===== src/rtl/uart.sv =====
// Full-duplex UART: independent TX and RX engines sharing one bit-period setting.
// Frame format is start(0), BITS_PER_WORD data bits LSB first, stop(1).
module uart #(
  parameter int CLOCKS_PER_PULSE = 10,
  parameter int BITS_PER_WORD    = 8
) (
  input  logic                     clk,
  input  logic                     rstn,
  input  logic                     s_valid,
  input  logic [BITS_PER_WORD-1:0] s_data,
  output logic                     s_ready,
  output logic                     tx,
  input  logic                     rx,
  output logic                     m_valid,
  output logic [BITS_PER_WORD-1:0] m_data
);

  localparam int CNT_W = $clog2(CLOCKS_PER_PULSE);
  localparam int BIT_W = (BITS_PER_WORD > 1) ? $clog2(BITS_PER_WORD) : 1;
  localparam logic [CNT_W-1:0] CNT_LAST = CNT_W'(CLOCKS_PER_PULSE - 1);
  localparam logic [CNT_W-1:0] CNT_HALF = CNT_W'(CLOCKS_PER_PULSE / 2 - 1);
  localparam logic [BIT_W-1:0] BIT_LAST = BIT_W'(BITS_PER_WORD - 1);

  localparam logic [1:0] TX_IDLE  = 2'd0;
  localparam logic [1:0] TX_START = 2'd1;
  localparam logic [1:0] TX_DATA  = 2'd2;
  localparam logic [1:0] TX_STOP  = 2'd3;

  localparam logic [2:0] RX_IDLE  = 3'd0;
  localparam logic [2:0] RX_START = 3'd1;
  localparam logic [2:0] RX_DATA  = 3'd2;
  localparam logic [2:0] RX_STOP  = 3'd3;
  localparam logic [2:0] RX_BREAK = 3'd4;

  // ---------------- transmitter ----------------
  logic [1:0]               tx_state_q, tx_state_d;
  logic [CNT_W-1:0]         tx_cnt_q, tx_cnt_d;
  logic [BIT_W-1:0]         tx_bit_q, tx_bit_d;
  logic [BITS_PER_WORD-1:0] tx_shift_q, tx_shift_d;
  logic                     tx_q, tx_d;
  logic                     s_ready_q, s_ready_d;

  // NOTE: every output of a combinational block gets a default first so no latch is inferred.
  always_comb begin
    tx_state_d = tx_state_q;
    tx_cnt_d   = tx_cnt_q;
    tx_bit_d   = tx_bit_q;
    tx_shift_d = tx_shift_q;
    tx_d       = tx_q;
    s_ready_d  = s_ready_q;
    case (tx_state_q)
      TX_IDLE: begin
        tx_d      = 1'b1;
        s_ready_d = 1'b1;
        tx_cnt_d  = '0;
        // s_ready_q is low for the first cycle out of reset, so no word is taken then.
        if (s_valid && s_ready_q) begin
          tx_shift_d = s_data;
          tx_d       = 1'b0;
          s_ready_d  = 1'b0;
          tx_state_d = TX_START;
        end
      end
      TX_START: begin
        if (tx_cnt_q == CNT_LAST) begin
          tx_cnt_d   = '0;
          tx_bit_d   = '0;
          tx_d       = tx_shift_q[0];
          tx_shift_d = tx_shift_q >> 1;
          tx_state_d = TX_DATA;
        end else begin
          tx_cnt_d = tx_cnt_q + 1'b1;
        end
      end
      TX_DATA: begin
        if (tx_cnt_q == CNT_LAST) begin
          tx_cnt_d = '0;
          if (tx_bit_q == BIT_LAST) begin
            tx_d       = 1'b1;
            tx_state_d = TX_STOP;
          end else begin
            tx_bit_d   = tx_bit_q + 1'b1;
            tx_d       = tx_shift_q[0];
            tx_shift_d = tx_shift_q >> 1;
          end
        end else begin
          tx_cnt_d = tx_cnt_q + 1'b1;
        end
      end
      TX_STOP: begin
        if (tx_cnt_q == CNT_LAST) begin
          tx_cnt_d   = '0;
          s_ready_d  = 1'b1;
          tx_state_d = TX_IDLE;
        end else begin
          tx_cnt_d = tx_cnt_q + 1'b1;
        end
      end
      default: tx_state_d = TX_IDLE;
    endcase
  end

  // NOTE: sequential state is updated only with non-blocking assignments.
  always_ff @(posedge clk) begin
    if (rstn) begin
      tx_state_q <= TX_IDLE;
      tx_cnt_q   <= '0;
      tx_bit_q   <= '0;
      tx_shift_q <= '0;
      tx_q       <= 1'b1;
      s_ready_q  <= 1'b0;
    end else begin
      tx_state_q <= tx_state_d;
      tx_cnt_q   <= tx_cnt_d;
      tx_bit_q   <= tx_bit_d;
      tx_shift_q <= tx_shift_d;
      tx_q       <= tx_d;
      s_ready_q  <= s_ready_d;
    end
  end

  assign tx      = tx_q;
  assign s_ready = s_ready_q;

  // ---------------- receiver ----------------
  logic                     rx_meta_q, rx_sync_q;
  logic [2:0]               rx_state_q, rx_state_d;
  logic [CNT_W-1:0]         rx_cnt_q, rx_cnt_d;
  logic [BIT_W-1:0]         rx_bit_q, rx_bit_d;
  logic [BITS_PER_WORD-1:0] rx_shift_q, rx_shift_d;
  logic [BITS_PER_WORD-1:0] m_data_q, m_data_d;
  logic                     m_valid_q, m_valid_d;

  always_comb begin
    rx_state_d = rx_state_q;
    rx_cnt_d   = rx_cnt_q;
    rx_bit_d   = rx_bit_q;
    rx_shift_d = rx_shift_q;
    m_data_d   = m_data_q;
    m_valid_d  = 1'b0;
    case (rx_state_q)
      RX_IDLE: begin
        rx_cnt_d = '0;
        if (!rx_sync_q) rx_state_d = RX_START;
      end
      RX_START: begin
        // Mid-start-bit recheck rejects short low glitches.
        if (rx_cnt_q == CNT_HALF) begin
          rx_cnt_d   = '0;
          rx_bit_d   = '0;
          rx_state_d = rx_sync_q ? RX_IDLE : RX_DATA;
        end else begin
          rx_cnt_d = rx_cnt_q + 1'b1;
        end
      end
      RX_DATA: begin
        if (rx_cnt_q == CNT_LAST) begin
          rx_cnt_d                  = '0;
          rx_shift_d                = rx_shift_q >> 1;
          rx_shift_d[BITS_PER_WORD-1] = rx_sync_q;
          if (rx_bit_q == BIT_LAST) rx_state_d = RX_STOP;
          else                      rx_bit_d   = rx_bit_q + 1'b1;
        end else begin
          rx_cnt_d = rx_cnt_q + 1'b1;
        end
      end
      RX_STOP: begin
        if (rx_cnt_q == CNT_LAST) begin
          rx_cnt_d = '0;
          if (rx_sync_q) begin
            m_data_d   = rx_shift_q;
            m_valid_d  = 1'b1;
            rx_state_d = RX_IDLE;
          end else begin
            rx_state_d = RX_BREAK;
          end
        end else begin
          rx_cnt_d = rx_cnt_q + 1'b1;
        end
      end
      RX_BREAK: begin
        if (rx_sync_q) rx_state_d = RX_IDLE;
      end
      default: rx_state_d = RX_IDLE;
    endcase
  end

  always_ff @(posedge clk) begin
    if (rstn) begin
      rx_meta_q  <= 1'b1;
      rx_sync_q  <= 1'b1;
      rx_state_q <= RX_IDLE;
      rx_cnt_q   <= '0;
      rx_bit_q   <= '0;
      rx_shift_q <= '0;
      m_data_q   <= '0;
      m_valid_q  <= 1'b0;
    end else begin
      rx_meta_q  <= rx;
      rx_sync_q  <= rx_meta_q;
      rx_state_q <= rx_state_d;
      rx_cnt_q   <= rx_cnt_d;
      rx_bit_q   <= rx_bit_d;
      rx_shift_q <= rx_shift_d;
      m_data_q   <= m_data_d;
      m_valid_q  <= m_valid_d;
    end
  end

  assign m_valid = m_valid_q;
  assign m_data  = m_data_q;

endmodule


===== config.mk =====
export PLATFORM = sky130hd
export DESIGN_NAME = uart
export DESIGN_NICKNAME = d
export VERILOG_FILES = /design/src/rtl/uart.sv
export SDC_FILE = /design/constraint.sdc
export NUM_CORES = 1
export LEC_CHECK = 0
export CAP_MARGIN = 10
export CORE_ASPECT_RATIO = 1.25
export CORE_MARGIN = 8
export CORE_UTILIZATION = 30
export CTS_CLUSTER_DIAMETER = 80
export DETAILED_ROUTE_END_ITERATION = 6
export MAX_ROUTING_LAYER = met4
export SETUP_SLACK_MARGIN = 0.2
export SLEW_MARGIN = 20
export SYNTH_ARGS = -nofsm -noshare
export SYNTH_HDL_FRONTEND = slang
export SYNTH_SLANG_ARGS = --single-unit

===== constraint.sdc =====
create_clock -name clk -period 2.2 [get_ports clk]
set_input_delay 0.66 -clock clk [delete_from_list [all_inputs] [get_ports clk]]
set_output_delay 0.66 -clock clk [all_outputs]
set_load 0.01 [all_outputs]

### Word level (Yosys, flattened, before mapping)

Cells that the tools add are included.

| storage, ports and cells | value |
|---|---|
| register bits | 48 |
| bits of input ports | 12 |
| output and inout bits | 11 |
| word-level logic and storage cells | 106 |

| cells by class | value |
|---|---|
| add/sub/neg operators | 4 |
| eq/ne operators | 25 |
| mux-type cells | 41 |
| bitwise gates (word level) | 2 |
| reduce and logical (&&, ||, !) cells | 20 |

Operator list:

| kind | number |
|---|---|
| 2-to-1 mux 3 bit | 13 |
| 2-to-1 mux 8 bit | 4 |
| inequality test 2 bit (second input constant) | 13 |
| case mux 8 bit (3 select lines) | 1 |
| case mux 3 bit (5 select lines) | 1 |
| 2-to-1 mux 2 bit | 6 |
| 2-to-1 mux 4 bit | 3 |
| case mux 3 bit (2 select lines) | 2 |
| case mux 4 bit (3 select lines) | 1 |
| AND reduction 5 bit | 2 |
| == test 3 bit (second input constant) | 3 |
| adder 4 x 1 -> 4 bit (second input constant) | 2 |
| == test 4 bit (second input constant) | 2 |
| case mux 2 bit (4 select lines) | 1 |
| case mux 4 bit (2 select lines) | 1 |
| AND reduction 4 bit | 2 |
| adder 3 x 1 -> 3 bit (second input constant) | 2 |
| == test 3 x 2 -> 1 bit (second input constant) | 2 |
| 2-to-1 mux 1 bit | 6 |
| AND reduction 3 bit | 2 |
| AND reduction 6 bit | 1 |
| nonzero test 2 bit | 3 |
| nonzero test 3 bit | 2 |
| OR reduction 3 bit | 2 |
| 12 further kinds | 15 |

### Depth between registers and ports, before layout

Gate-level depths: netlist of the first run.

| logic depth | value |
|---|---|
| word-level depth | 4 |
| gate-level depth with buffers | 8 |
| depth with buffers taken out | 6 |

### Least setup slack after synthesis of the first run

Ideal clock, no wire load.

| timing | value |
|---|---|
| path kind | register to register |
| start | register tx_state_q[0] |
| end | register tx_shift_q[7] |
| setup time | 0.116 ns |
| arrival time | 1.651 ns |
| required time | 2.084 ns |
| slack | 0.432 ns |
| cell stages (with the launch flop) | 9 |
| buffers on the path | 2 |
| path through | dfxtp_1 > inv_1 > ha_1 > clkbuf_1 > or2_1 > o211ai_2 > buf_2 > a21oi_1 > a41o_1 |

| on the way | value |
|---|---|
| longest elaborated chain between the ends | 3 |
| elaborated cells on any way between the ends | 10 |

Ends and longest elaborated chain:

| what | line | text |
|---|---|---|
| start: declaration | 36 | `logic [1:0] tx_state_q, tx_state_d;` |
| start signal: assignment | 113 | `tx_state_q <= tx_state_d;` |
| == test 2 bit, or another cell as far along | 51 | `case (tx_state_q)` |
| inequality test 2 bit (no line) / nonzero test 3 bit (equally long branches) | n/a |  |
| AND reduction 5 bit (no line) | n/a |  |
| end signal: assignment | 116 | `tx_shift_q <= tx_shift_d;` |
| end: declaration | 39 | `logic [BITS_PER_WORD-1:0] tx_shift_q, tx_shift_d;` |

Parallel ways exist; a longest one is shown, timed or not.
A chain may end at the register's enable or synchronous reset.

### Worst setup path in the final report of the first run

| timing | value |
|---|---|
| start | register s_ready_q (netlist: s_ready) |
| end | output port s_ready |

RTL lines:

| what | line | text |
|---|---|---|
| start: declaration | 41 | `logic s_ready_q, s_ready_d;` |
| start signal: assignment | 118 | `s_ready_q <= s_ready_d;` |
| end: declaration | 11 | `output logic s_ready,` |

No word-level cell between the ends.

==> results of run 1 <==
final timing paths:
| check | endpoint | slack, ns | cells after the start | from |
|---|---|---|---|---|
| max | s_ready | 0.29 | 1 | s_ready |
| min | rx_sync_q | 0.43 | 1 | rx_meta_q |
| max reg2reg | rx_bit_q[2] | 0.38 | 6 | rx_bit_q[0] |
| min reg2reg | rx_sync_q | 0.43 | 1 | rx_meta_q |
layout make-up:
| type | count | area [µm²] | area share (%) |
|---|---|---|---|
| clock buffers | 5 | 68.82 | 2.521 |
| flip-flops and latches | 48 | 960.9 | 35.20 |
| multi-input cells | 170 | 1240 | 45.42 |
| well taps | 92 | 115.1 | 4.216 |
| clock inverters | 3 | 46.29 | 1.696 |
| repair buffers | 29 | 272.8 | 9.991 |
| inverters | 7 | 26.28 | 0.9624 |
power by group through the flow:
stage | clock network (mW) | logic, mW | registers [mW]
after floorplan | 0 | 0.625 | 1.03
after global placement | 0 | 0.799 | 1.04
after detailed placement | 0 | 0.805 | 1.04
after CTS | 0.682 | 0.807 | 1.02
after global routing | 0.719 | 0.917 | 1.03
final | 0.663 | 0.822 | 1.02
sequential cells by signal, summed over array words and instances, names as in the netlist, 3 cells and up:
signal,flops
tx_shift_q,8
rx_cnt_q,4
m_data,8
rx_bit_q,3
tx_cnt_q,4
rx_shift_q,8
rx_state_q,3
tx_bit_q,3
through the flow:
stage               setup WS (ns)  hold slack [ns]  cells
floorplan                  0.4324           0.3832    237
CTS                        0.2788           0.4326    354
global route               0.2134           0.4511    354
finish                     0.2861           0.4322    354
detailed placement         0.1606           0.4022    346
global placement           0.2054           0.3979    346
kinds of logic (layout without fill, tap and decap cells):
logic type                 after synthesis  count (layout)  share of synthesized area (%)
buffers and inverters                   19              44                          3.311
DFF                                     48              48                          42.38
AOI/OAI and AO/OA                       51              51                          14.85
and+or+nand+nor                         78              78                          19.92
adders and majority gates               14              14                          7.726
muxes                                   25              25                          11.04
xor gates and xnor gates                 2               2                         0.7728
per-layer routing:
layer / up-vias / global-route usage (%) / wire (µm)
li1: 904 / - / -
met1: 818 / 10.19 / 2124
met2: 21 / 14.37 / 2087
met3: 7 / 2.517 / 189
met4: 0 / 4.030 / 75
met5: - / - / 0
layout by cell type, fill, tap and decap left out, types with 2 or more instances in the layout:
cell	netlist	final
sky130_fd_sc_hd__a211oi_1	5	5
sky130_fd_sc_hd__a21oi_1	21	21
sky130_fd_sc_hd__a311oi_1	7	7
sky130_fd_sc_hd__a32oi_1	2	2
sky130_fd_sc_hd__and3b_1	2	2
sky130_fd_sc_hd__buf_4	0	7
sky130_fd_sc_hd__clkbuf_8	0	5
sky130_fd_sc_hd__clkdlybuf4s50_1	0	22
sky130_fd_sc_hd__dfxtp_1	48	48
sky130_fd_sc_hd__ha_1	14	14
sky130_fd_sc_hd__inv_1	7	7
sky130_fd_sc_hd__mux2i_1	25	25
sky130_fd_sc_hd__nand2_1	10	10
sky130_fd_sc_hd__nand3_1	3	3
sky130_fd_sc_hd__nand3b_4	2	2
sky130_fd_sc_hd__nand4_1	3	3
sky130_fd_sc_hd__nor2_1	29	29
sky130_fd_sc_hd__nor2b_1	6	6
sky130_fd_sc_hd__nor3_1	3	3
sky130_fd_sc_hd__nor3b_1	3	3
sky130_fd_sc_hd__o21ai_1	5	5
sky130_fd_sc_hd__or2_1	4	4
sky130_fd_sc_hd__or4_1	2	2
sky130_fd_sc_hd__or4b_1	2	2
what timing repair did:
action,CTS,global route
resized for setup,0,1
setup endpoints to repair,0,7
hold buffers,0,0
endpoints found under the hold margin,0,0
==> impl_summary.md, run 1 <==
Global routing
Summed over all layers, the global routing overflow is 0. The number of antenna violations at the first check in global routing is 0. The via count of the first global-routing pass is ~1,700.

The total global routing track utilization is 9.003%. The maximum number of pins on one net before global-route repair is 23. The global-route wire length before repair is 7700 µm.

Floorplanning
The area of the core region is 0.007357 mm². From bottom edge to top edge, the die measures 113.2 µm. The floorplan has 35 rows. During I/O placement, the number of pins put on the boundary was 23. The effective utilization at floorplan is 30.82%.

In this run the horizontal extent of the chip is about 94 µm. The area of the die is 0.01061 mm².

Yosys
The number of synthesized flops with an enable pin is 0. Among all flip-flop cells after synthesis, the most frequent one is sky130_fd_sc_hd__dfxtp_1. The synthesized netlist occupies a cell area of 0.002267 mm².

Synthesis produced a netlist whose cell count is 237. By count the netlist is led by sky130_fd_sc_hd__dfxtp_1, sky130_fd_sc_hd__nor2_1, sky130_fd_sc_hd__mux2i_1. After synthesis, the cell types taking the most area are sky130_fd_sc_hd__dfxtp_1, sky130_fd_sc_hd__mux2i_1, sky130_fd_sc_hd__ha_1, sky130_fd_sc_hd__nor2_1, sky130_fd_sc_hd__a21oi_1. After synthesis, the share of flip-flops with an asynchronous set or reset is 0%.

Synthesis inferred 48 register bits. The number of different library cells in the post-synthesis netlist is between 40 and 50. The top cell type's share of synthesized area is 42.38%. Yosys instantiated no cell more often than sky130_fd_sc_hd__dfxtp_1.

The sequential-to-total area share from yosys stat is about 42%. sky130_fd_sc_hd__dfxtp_1 takes more of the synthesized area than any other cell. During synthesis, Yosys emitted a total of 0 warnings. Counting every net in the synthesized netlist gives 263. A synthesized cell averages 9.566 µm².

STA
The smallest clock period supported by the final layout is computed as 1.914 ns. The final total negative setup slack is 0 ns. The final count of hold timing violations is 0. For the pin with the worst max-slew slack, the measured transition is 0.4935 ns. Setup violations remaining at the end of the flow were counted as 0. The max-slew violation count is 0.

The highest clock rate is roughly 520 MHz. Setup repair after global routing left no endpoint under its margin. Of the available clock period, the critical path in the final layout requires between 80% and 90%.

The clock arrives with around 0.012 ns of skew. Measured against its own limit, the worst slew margin works out to 67.10%.

Pwr
Power spread over the standard cell area amounts to 917.9 mW/mm². The maximum ir drop on the vdd rail is between 0.6 and 0.7 mV. Of the total power, the share spent switching nets is roughly 33%.

The net switching power figure is 831.6 µW. The share of total power in the clock network is between 20% and 30%. Combinational cells account for 32.8% of the total power. For this design the static power due to leakage is roughly 1.1 nW. The internal portion of the total power is 1.674 mW. Per report_power, the sequential group accounts for ~40% of the total. The design draws 2.506 mW.

CTS
After clock tree synthesis, the clock-pin slew on the worst setup and hold paths is approximately 0.1 ns. TritonCTS built the clock tree. The total CTS buffers is 5.

The post-CTS setup-driven buffer insertion count is 0. The buffer cell driving the clock tree root is sky130_fd_sc_hd__clkbuf_8. The count of clock tree sinks is 48. In this run the number of H-tree levels came out at 2. The clock reaches the later pin of the worst-skew pair after 0.31 ns. In this run the deepest clock path goes through 2 buffers.

Finish
The number of antenna diodes in the final layout is 0. The finished cells cover about 0.0027 mm². The filler cell count is 765.

The share of post-route cells with drive strength above 1 is about 7.6%. Cells fill 37.11% of the core in the end. The final layout contains 287 nets.

The area added between synthesis and finish is 20.42%.

Critical path
The path type of the worst setup path is reg2out. The kind of cell adding the most delay to the critical path is buffers and inverters. The combined buffer and inverter count along the critical path is 1.

The worst setup path is launched from a flip-flop. The worst setup path is captured at an output pin. The arrival time at the worst endpoint is approximately 1.3 ns. Among all stages on the critical path, the largest delay is contributed by sky130_fd_sc_hd__clkdlybuf4s50_1.

The data required time of the critical path is 1.54 ns. The maximum fanout count along the critical path is 4. The maximum single-stage delay on the critical path is 0.56 ns.

Walking the worst path, the cells encountered are clkdlybuf4s50_1.

Routing
The first routing iteration left 41 violations. The first TritonRoute pass finished after 4 iterations. The detailed router placed 1,750 vias in this run. The wire length per cell is 12.64 µm. The ratio of routed vias to standard cells is between 4 and 5. The number of DRC violations after detailed routing is 0. Summed over all layers, the routed wires come to 4476 µm. The antenna violation net count after detailed routing is 0.

Placed design
The final estimated routing congestion in global placement is 0.7688. In this run the tool buffered the top-level ports with 22 buffer cells. The placed standard-cell area is between 0.002 and 0.003 mm².

The estimated wirelength of the detail-placed design is 3218 µm.

Min path
The class of the tightest hold or removal check is reg2reg.

Outcome
The flow ran to the end, and the final reports show no timing, DRC or antenna violations.

Run
Across the run, the number of max-cap violations was 0.
Power figures use the tool's default switching activity.
==> run 2, diff against run 1 <==
--- a/config.mk
+++ b/config.mk
@@ -8,11 +8,13 @@
 export CAP_MARGIN = 10
 export CORE_ASPECT_RATIO = 1.25
 export CORE_MARGIN = 8
-export CORE_UTILIZATION = 30
+export CORE_UTILIZATION = 55
 export CTS_CLUSTER_DIAMETER = 80
 export DETAILED_ROUTE_END_ITERATION = 6
 export MAX_ROUTING_LAYER = met4
+export PLACE_DENSITY = 0.78
 export SETUP_SLACK_MARGIN = 0.2
+export SKIP_CTS_REPAIR_TIMING = 1
 export SLEW_MARGIN = 20
 export SYNTH_ARGS = -nofsm -noshare
 export SYNTH_HDL_FRONTEND = slang
==> run 2 against run 1 <==
Cell count shrank 11%. Sequential share of layout area up 0.67 points. First-iteration DRC count is 100% higher.
==> impl_summary.md, run 2 (same netlist as run 1, synthesis figures left out) <==
Finish
The share of post-route cells with drive strength above 1 was 6.923% (-0.71 points). The number of antenna repair diodes is 0 (unchanged). The area growth from synthesis to layout is 18.16%. The number of nets in the final layout is 286 (-0.35%). In the layout the commonest cells are sky130_fd_sc_hd__dfxtp_1, sky130_fd_sc_hd__nor2_1, sky130_fd_sc_hd__mux2i_1.

The commonest non-fill, non-tap cell in the layout is sky130_fd_sc_hd__dfxtp_1.

STA
The max-slew headroom at the worst pin is 67.90% (+0.80 points). The count of endpoints failing setup in the final report was 0 (unchanged). The slew at the pin closest to its max-slew limit came to 0.4815 ns (-0.01197 ns). The max-slew violation count is 0 (unchanged). The final total negative setup slack is 0 ns (unchanged). The final count of hold timing violations came to 0 (unchanged). The clock period minus worst slack is 1.880 ns (-0.03375 ns). The highest clock rate is 531.9 MHz (+1.8%). The worst setup skew after layout is 0.006273 ns (-0.005265 ns). The post-layout worst setup margin is 0.3199 ns (+0.03375 ns). Setup repair after global routing left no endpoint under its margin. The final critical-path share of the clock period is 85.46% (-1.5 points).

Min path
In this run the worst hold path is classified as reg2reg.

Routing
The total via count after detailed routing came to 1,725 (-1.4%). The violation count after the first detailed-route iteration is 84 (+100%). The antenna violation net count after detailed routing is 0 (unchanged). The ratio of routed vias to standard cells is 5.459 (+10%). The total length of routed met3 wires was 119 µm (-37%).

The total wire length after detailed routing came to 4202 µm (-6.1%). The detailed router used layers up to and including met4. The number of iterations in the first detailed-routing pass came to 4 (unchanged). The number of DRC violations after detailed routing was 0 (unchanged). The wire length per cell was 13.30 µm (+5.2%). The total length of routed met2 wires was 2088 µm (about the same). The total routed wire length on the met1 layer is 1959 µm (-7.8%).

Global routing
The number of antenna violations at the first check in global routing was 0 (unchanged). The maximum number of pins on one net before global-route repair was 26 (+13%). The via count of the first global-routing pass is 1,626 (-2.8%).

The global-route wire length before repair is 7100 µm (-7.8%). The global-route congestion overflow total is 0 (unchanged). The total global routing track utilization is 14.00% (+5.0 points).

Floorplanning
The area of the core region is 0.004034 mm² (-45%). The effective utilization at floorplan is 56.20% (+25 points). The area of the die is 0.006445 mm² (-39%). The number of cell rows is 26 (-26%). The width of the die was 73.43 µm (-22%). The top-level port count is 23 (unchanged). The overall die height is 87.78 µm (-22%).

CTS
The clock transition at the register clock pins on the worst setup and hold paths after CTS was 0.09 ns (about the same). The total CTS buffers is 5 (unchanged). The TritonCTS clock tree is done.

The buffer cell driving the clock tree root is sky130_fd_sc_hd__clkbuf_8. The count of clock tree sinks was 48 (unchanged). The maximum number of buffers from clock root to sink came to 2 (unchanged). The insertion delay of the later-clocked pin in the worst-skew pair is 0.29 ns (-0.02 ns). The deepest level of the CTS H-tree came to 2 (unchanged).

Critical path
The kind of cell adding the most delay to the critical path is buffers and inverters. The arrival time at the worst endpoint is 1.22 ns (-0.03 ns). The maximum fanout count along the critical path was 4 (unchanged). The maximum single-stage delay on the critical path is 0.55 ns (about the same). The worst setup path is captured at an output pin. The worst setup path is of the reg2out kind. The combined buffer and inverter count along the critical path is 1 (unchanged). The type of origin of the critical path is a flip-flop. Walking the worst path, the cells encountered are clkdlybuf4s50_1.

The critical path's slowest cell is sky130_fd_sc_hd__clkdlybuf4s50_1. The data required time of the critical path came to 1.54 ns (about the same).

Placed design
The number of input and output port buffers inserted was 22 (unchanged). The estimated wirelength of the detail-placed design is 3090 µm (-4.0%). The final estimated routing congestion in global placement was 0.8970 (+17%). The worst slack at placement was 0.1367 ns (-0.02398 ns).

Pwr
The maximum ir drop on the vdd rail is 0.6590 mV (-0.67%). The power per cell area is 900.2 mW/mm² (-1.9%). The static power due to leakage was 1.073 nW (-0.33%).

Run
The number of maximum-capacitance constraint violations is 0 (unchanged).

Outcome
The run finished with clean final reports.
-- run 2: changes by cell type in the layout (fill, tap and decap cells not counted), sizes merged --
cell	delta
buf	-1
bufinv	-1
clkbuf	+1
clkinv	+1
clkinvlp	-1
inv	-1
-- run 2: final cells by class --
class	instances	area, µm²
well taps	56	70.07
inverters	7	26.28
flip-flops and latches	48	960.9
clock buffers	6	82.58
multi-input cells	170	1240
clock inverters	1	8.758
fillers	351	1355
repair buffers	28	290.3
-- run 2: where the power goes --
group / switching (mW) / total (mW) / internal, mW
Combinational: 0.455 / 0.860 / 0.406
Sequential: 0.0632 / 1.02 / 0.960
Clock: 0.277 / 0.528 / 0.251
Total: 0.795 / 2.41 / 1.62
-- run 2: path summary, 6_finish.rpt --
check	cells after the start	slack, ns	startpoint	to
setup / recovery	1	0.32	s_ready	s_ready
hold / removal	1	0.41	rx_meta_q	rx_sync_q
setup reg to reg	6	0.38	rx_bit_q[0]	rx_bit_q[1]
hold reg to reg	1	0.41	rx_meta_q	rx_sync_q
-- run 2: metrics by stage --
| step | cells | total power [mW] | hold slack [ns] | area, µm² | utilization (%) |
|---|---|---|---|---|---|
| after floorplan | 237 | 1.656 | 0.3832 | 2267 | - |
| after global placement | 309 | 1.866 | 0.3857 | 2579 | 63.93 |
| after detailed placement | 309 | 1.885 | 0.3892 | 2579 | 63.93 |
| after CTS | 316 | 2.416 | 0.4113 | 2670 | 66.19 |
| after global routing | 316 | 2.556 | 0.4277 | 2679 | 66.41 |
| final | 316 | 2.411 | 0.4093 | 2679 | 66.41 |
-- run 2: per-layer routing --
| layer | global-route usage, % | vias up |
|---|---|---|
| met5 | - | - |
| met4 | 4.918 | 0 |
| met3 | 3.322 | 5 |
| met2 | 23.39 | 26 |
| met1 | 15.86 | 790 |
| li1 | - | 904 |
==> run 3, diff against run 2 <==
--- a/config.mk
+++ b/config.mk
@@ -11,11 +11,11 @@
 export CORE_UTILIZATION = 55
 export CTS_CLUSTER_DIAMETER = 80
 export DETAILED_ROUTE_END_ITERATION = 6
+export DONT_BUFFER_PORTS = 1
 export MAX_ROUTING_LAYER = met4
-export PLACE_DENSITY = 0.78
+export PLACE_DENSITY = 0.7
 export SETUP_SLACK_MARGIN = 0.2
 export SKIP_CTS_REPAIR_TIMING = 1
-export SLEW_MARGIN = 20
 export SYNTH_ARGS = -nofsm -noshare
 export SYNTH_HDL_FRONTEND = slang
 export SYNTH_SLANG_ARGS = --single-unit
==> run 3 against run 2 <==
Total power grew 0.36%. Final area shrank 9.1%. Flip-flop and latch count is the same. Global-route usage is essentially flat. Cell count shrank 7.6%. Sequential share of layout area grew 3.6 points.
==> impl_summary.md, run 3 (same netlist as run 1, synthesis figures left out) <==
Outcome
The run finished with clean final reports.

Placed design
The worst slack at placement is 0.3858 ns (+0.2491 ns). The final estimated routing congestion in global placement is 0.7794 (-13%). The estimated wirelength of the detail-placed design was 2832 µm (-8.3%). The number of input and output port buffers inserted is 0 (-100%).

Routing
The number of DRC violations after detailed routing was 0 (unchanged). The antenna violation net count after detailed routing was 0 (unchanged). The ratio of routed vias to standard cells came to 5.651 (+3.5%). The number of iterations in the first detailed-routing pass is 4 (unchanged).

The violation count after the first detailed-route iteration is 133 (+58%). The total wire length after detailed routing is 4000 µm (-4.8%). The total via count after detailed routing is 1,650 (-4.3%). The wire length per cell is 13.70 µm (+3.0%).

STA
The count of endpoints failing setup in the final report is 0 (unchanged). The final total negative setup slack is 0 ns (unchanged). The slew at the pin closest to its max-slew limit is 0.4929 ns (+0.01133 ns). The clock period minus worst slack came to 1.803 ns (-0.07696 ns). The max-slew headroom at the worst pin was 67.14% (-0.76 points). The max-slew violation count is 0 (unchanged). The worst setup skew after layout is 0.005455 ns (-0.0008181 ns).

The post-layout worst setup margin is 0.3968 ns (+0.07696 ns). Setup repair after global routing left no endpoint under its margin. The final critical-path share of the clock period was 81.96% (-3.5 points). The worst hold slack across all endpoints was 0.4171 ns (+0.007863 ns).

The highest clock rate is 554.6 MHz (+4.3%). The final count of hold timing violations is 0 (unchanged).

Global routing
The maximum number of pins on one net before global-route repair is 47 (+81%). The via count of the first global-routing pass is 1,550 (-4.7%). The global-route congestion overflow total is 0 (unchanged). The number of antenna violations at the first check in global routing is 0 (unchanged). The global-route wire length before repair is 6941 µm (-2.2%). The total global routing track utilization was 14.00% (about the same).

CTS
The clock transition at the register clock pins on the worst setup and hold paths after CTS is 0.09 ns (about the same). The buffer cell driving the clock tree root is sky130_fd_sc_hd__clkbuf_8. TritonCTS built the clock tree. The maximum number of buffers from clock root to sink is 2 (unchanged).

The deepest level of the CTS H-tree was 2 (unchanged). The insertion delay of the later-clocked pin in the worst-skew pair is 0.30 ns (about the same). The total CTS buffers is 5 (unchanged). The count of clock tree sinks is 48 (unchanged).

Finish
The area taken by multi-input logic gates is 0.001240 mm² (unchanged). The commonest non-fill, non-tap cell in the layout is sky130_fd_sc_hd__dfxtp_1. The number of antenna repair diodes was 0 (unchanged).

The filler cell count was 357 (+1.7%). The share of post-route cells with drive strength above 1 is 6.780% (-0.14 points). The sequential cell area in the final layout came to 960.9 µm² (unchanged). Leaving out fill and tap cells, the most frequent cells in the layout are sky130_fd_sc_hd__dfxtp_1, sky130_fd_sc_hd__nor2_1, sky130_fd_sc_hd__mux2i_1. The number of nets in the final layout was 261 (-8.7%). The area added between synthesis and finish is 7.451%.

Critical path
The critical path's slowest cell is sky130_fd_sc_hd__or4b_1. The maximum fanout count along the critical path is 6 (+2). The maximum single-stage delay on the critical path is 0.52 ns (-0.03 ns).

The number of cells on the worst reg-to-reg path is 5 (-1). The data required time of the critical path came to 2.44 ns (+0.90 ns). STA classifies the critical path endpoint as a flip-flop. The path type of the worst setup path is reg2reg.

The arrival time at the worst endpoint came to 2.05 ns (+0.83 ns). The critical path goes through ha_1 -> and3b_1 -> a2bb2oi_1 -> or4b_1 -> a21oi_1. The register-to-register setup slack is 0.40 ns (+0.02 ns). The type of origin of the critical path is a flip-flop.

Run
The number of maximum-capacitance constraint violations is 0 (unchanged).

Floorplanning
The width of the die came to 73.43 µm (unchanged). The number of cell rows came to 26 (unchanged). The top-level port count was 23 (unchanged). The area of the die is 0.006445 mm² (unchanged). The overall die height is 87.78 µm (unchanged).

The effective utilization at floorplan is 56.20% (unchanged). The area of the core region is 0.004034 mm² (unchanged).

Min path
The tightest min-delay check is of the reg2reg type. The number of cells on the worst hold path came to 1 (unchanged).

Pwr
The power per cell area came to 993.4 mW/mm² (+10%). The static power due to leakage came to 0.9797 nW (-8.7%). The maximum ir drop on the vdd rail is 0.6400 mV (-2.9%).
## run 3: changes by cell type in the layout (fill, tap and decap cells not counted), sizes merged
| cell | previous run | this run |
|---|---|---|
| buf | 6 | 3 |
| bufinv | 0 | 1 |
| clkbuf | 6 | 5 |
| clkdlybuf4s50 | 22 | 0 |
| clkinv | 1 | 2 |
## run 3: critical path: cells and delay by family, from the launching register on
family	cells	cell delay, ns
AOI/OAI and AO/OA	2	0.29
adders and majority gates	1	0.25
and+or+nand+nor	2	0.77
DFF	1	0.43
## run 3: stage by stage
step           area [µm²]  utilization (%)  power, mW  std cells
6_report             2436            60.39      2.420        292
5_1_grt              2436            60.39      2.581        292
4_1_cts              2427            60.17      2.428        292
3_5_place_dp         2311            57.29      1.778        284
3_3_place_gp         2311            57.29      1.764        284
2_1_floorplan        2267                -      1.656        237
## run 3: path summary, 6_finish.rpt
path,startpoint,endpoint
worst min-delay path,rx_meta_q,rx_sync_q
worst max register to register,rx_cnt_q[0],rx_bit_q[1]
worst min register to register,rx_meta_q,rx_sync_q
worst max-delay path,rx_cnt_q[0],rx_bit_q[1]
## run 3: metal layers
layer  global-route usage (%)  part of all wire, %  up-vias
met5                        -                    0        -
met4                    6.557                  2.0        0
met3                    3.780                  4.4        5
met2                    22.41                   48       30
met1                    15.80                   46      764
li1                         -                    -      851
## run 3: report_power, final
part	total (mW)	switching [mW]	internal, mW
combinational	0.743	0.415	0.328
clock	0.648	0.305	0.342
sequential	1.03	0.0690	0.960
## run 3: final cells by class
type	instances	share of cell area [%]
Multi-Input combinational cell	170	50.90
Timing Repair Buffer	3	0.9245
Inverter	7	1.079
Tap cell	56	2.876
Sequential cell	48	39.45
Clock buffer	5	2.825
Clock inverter	3	1.952
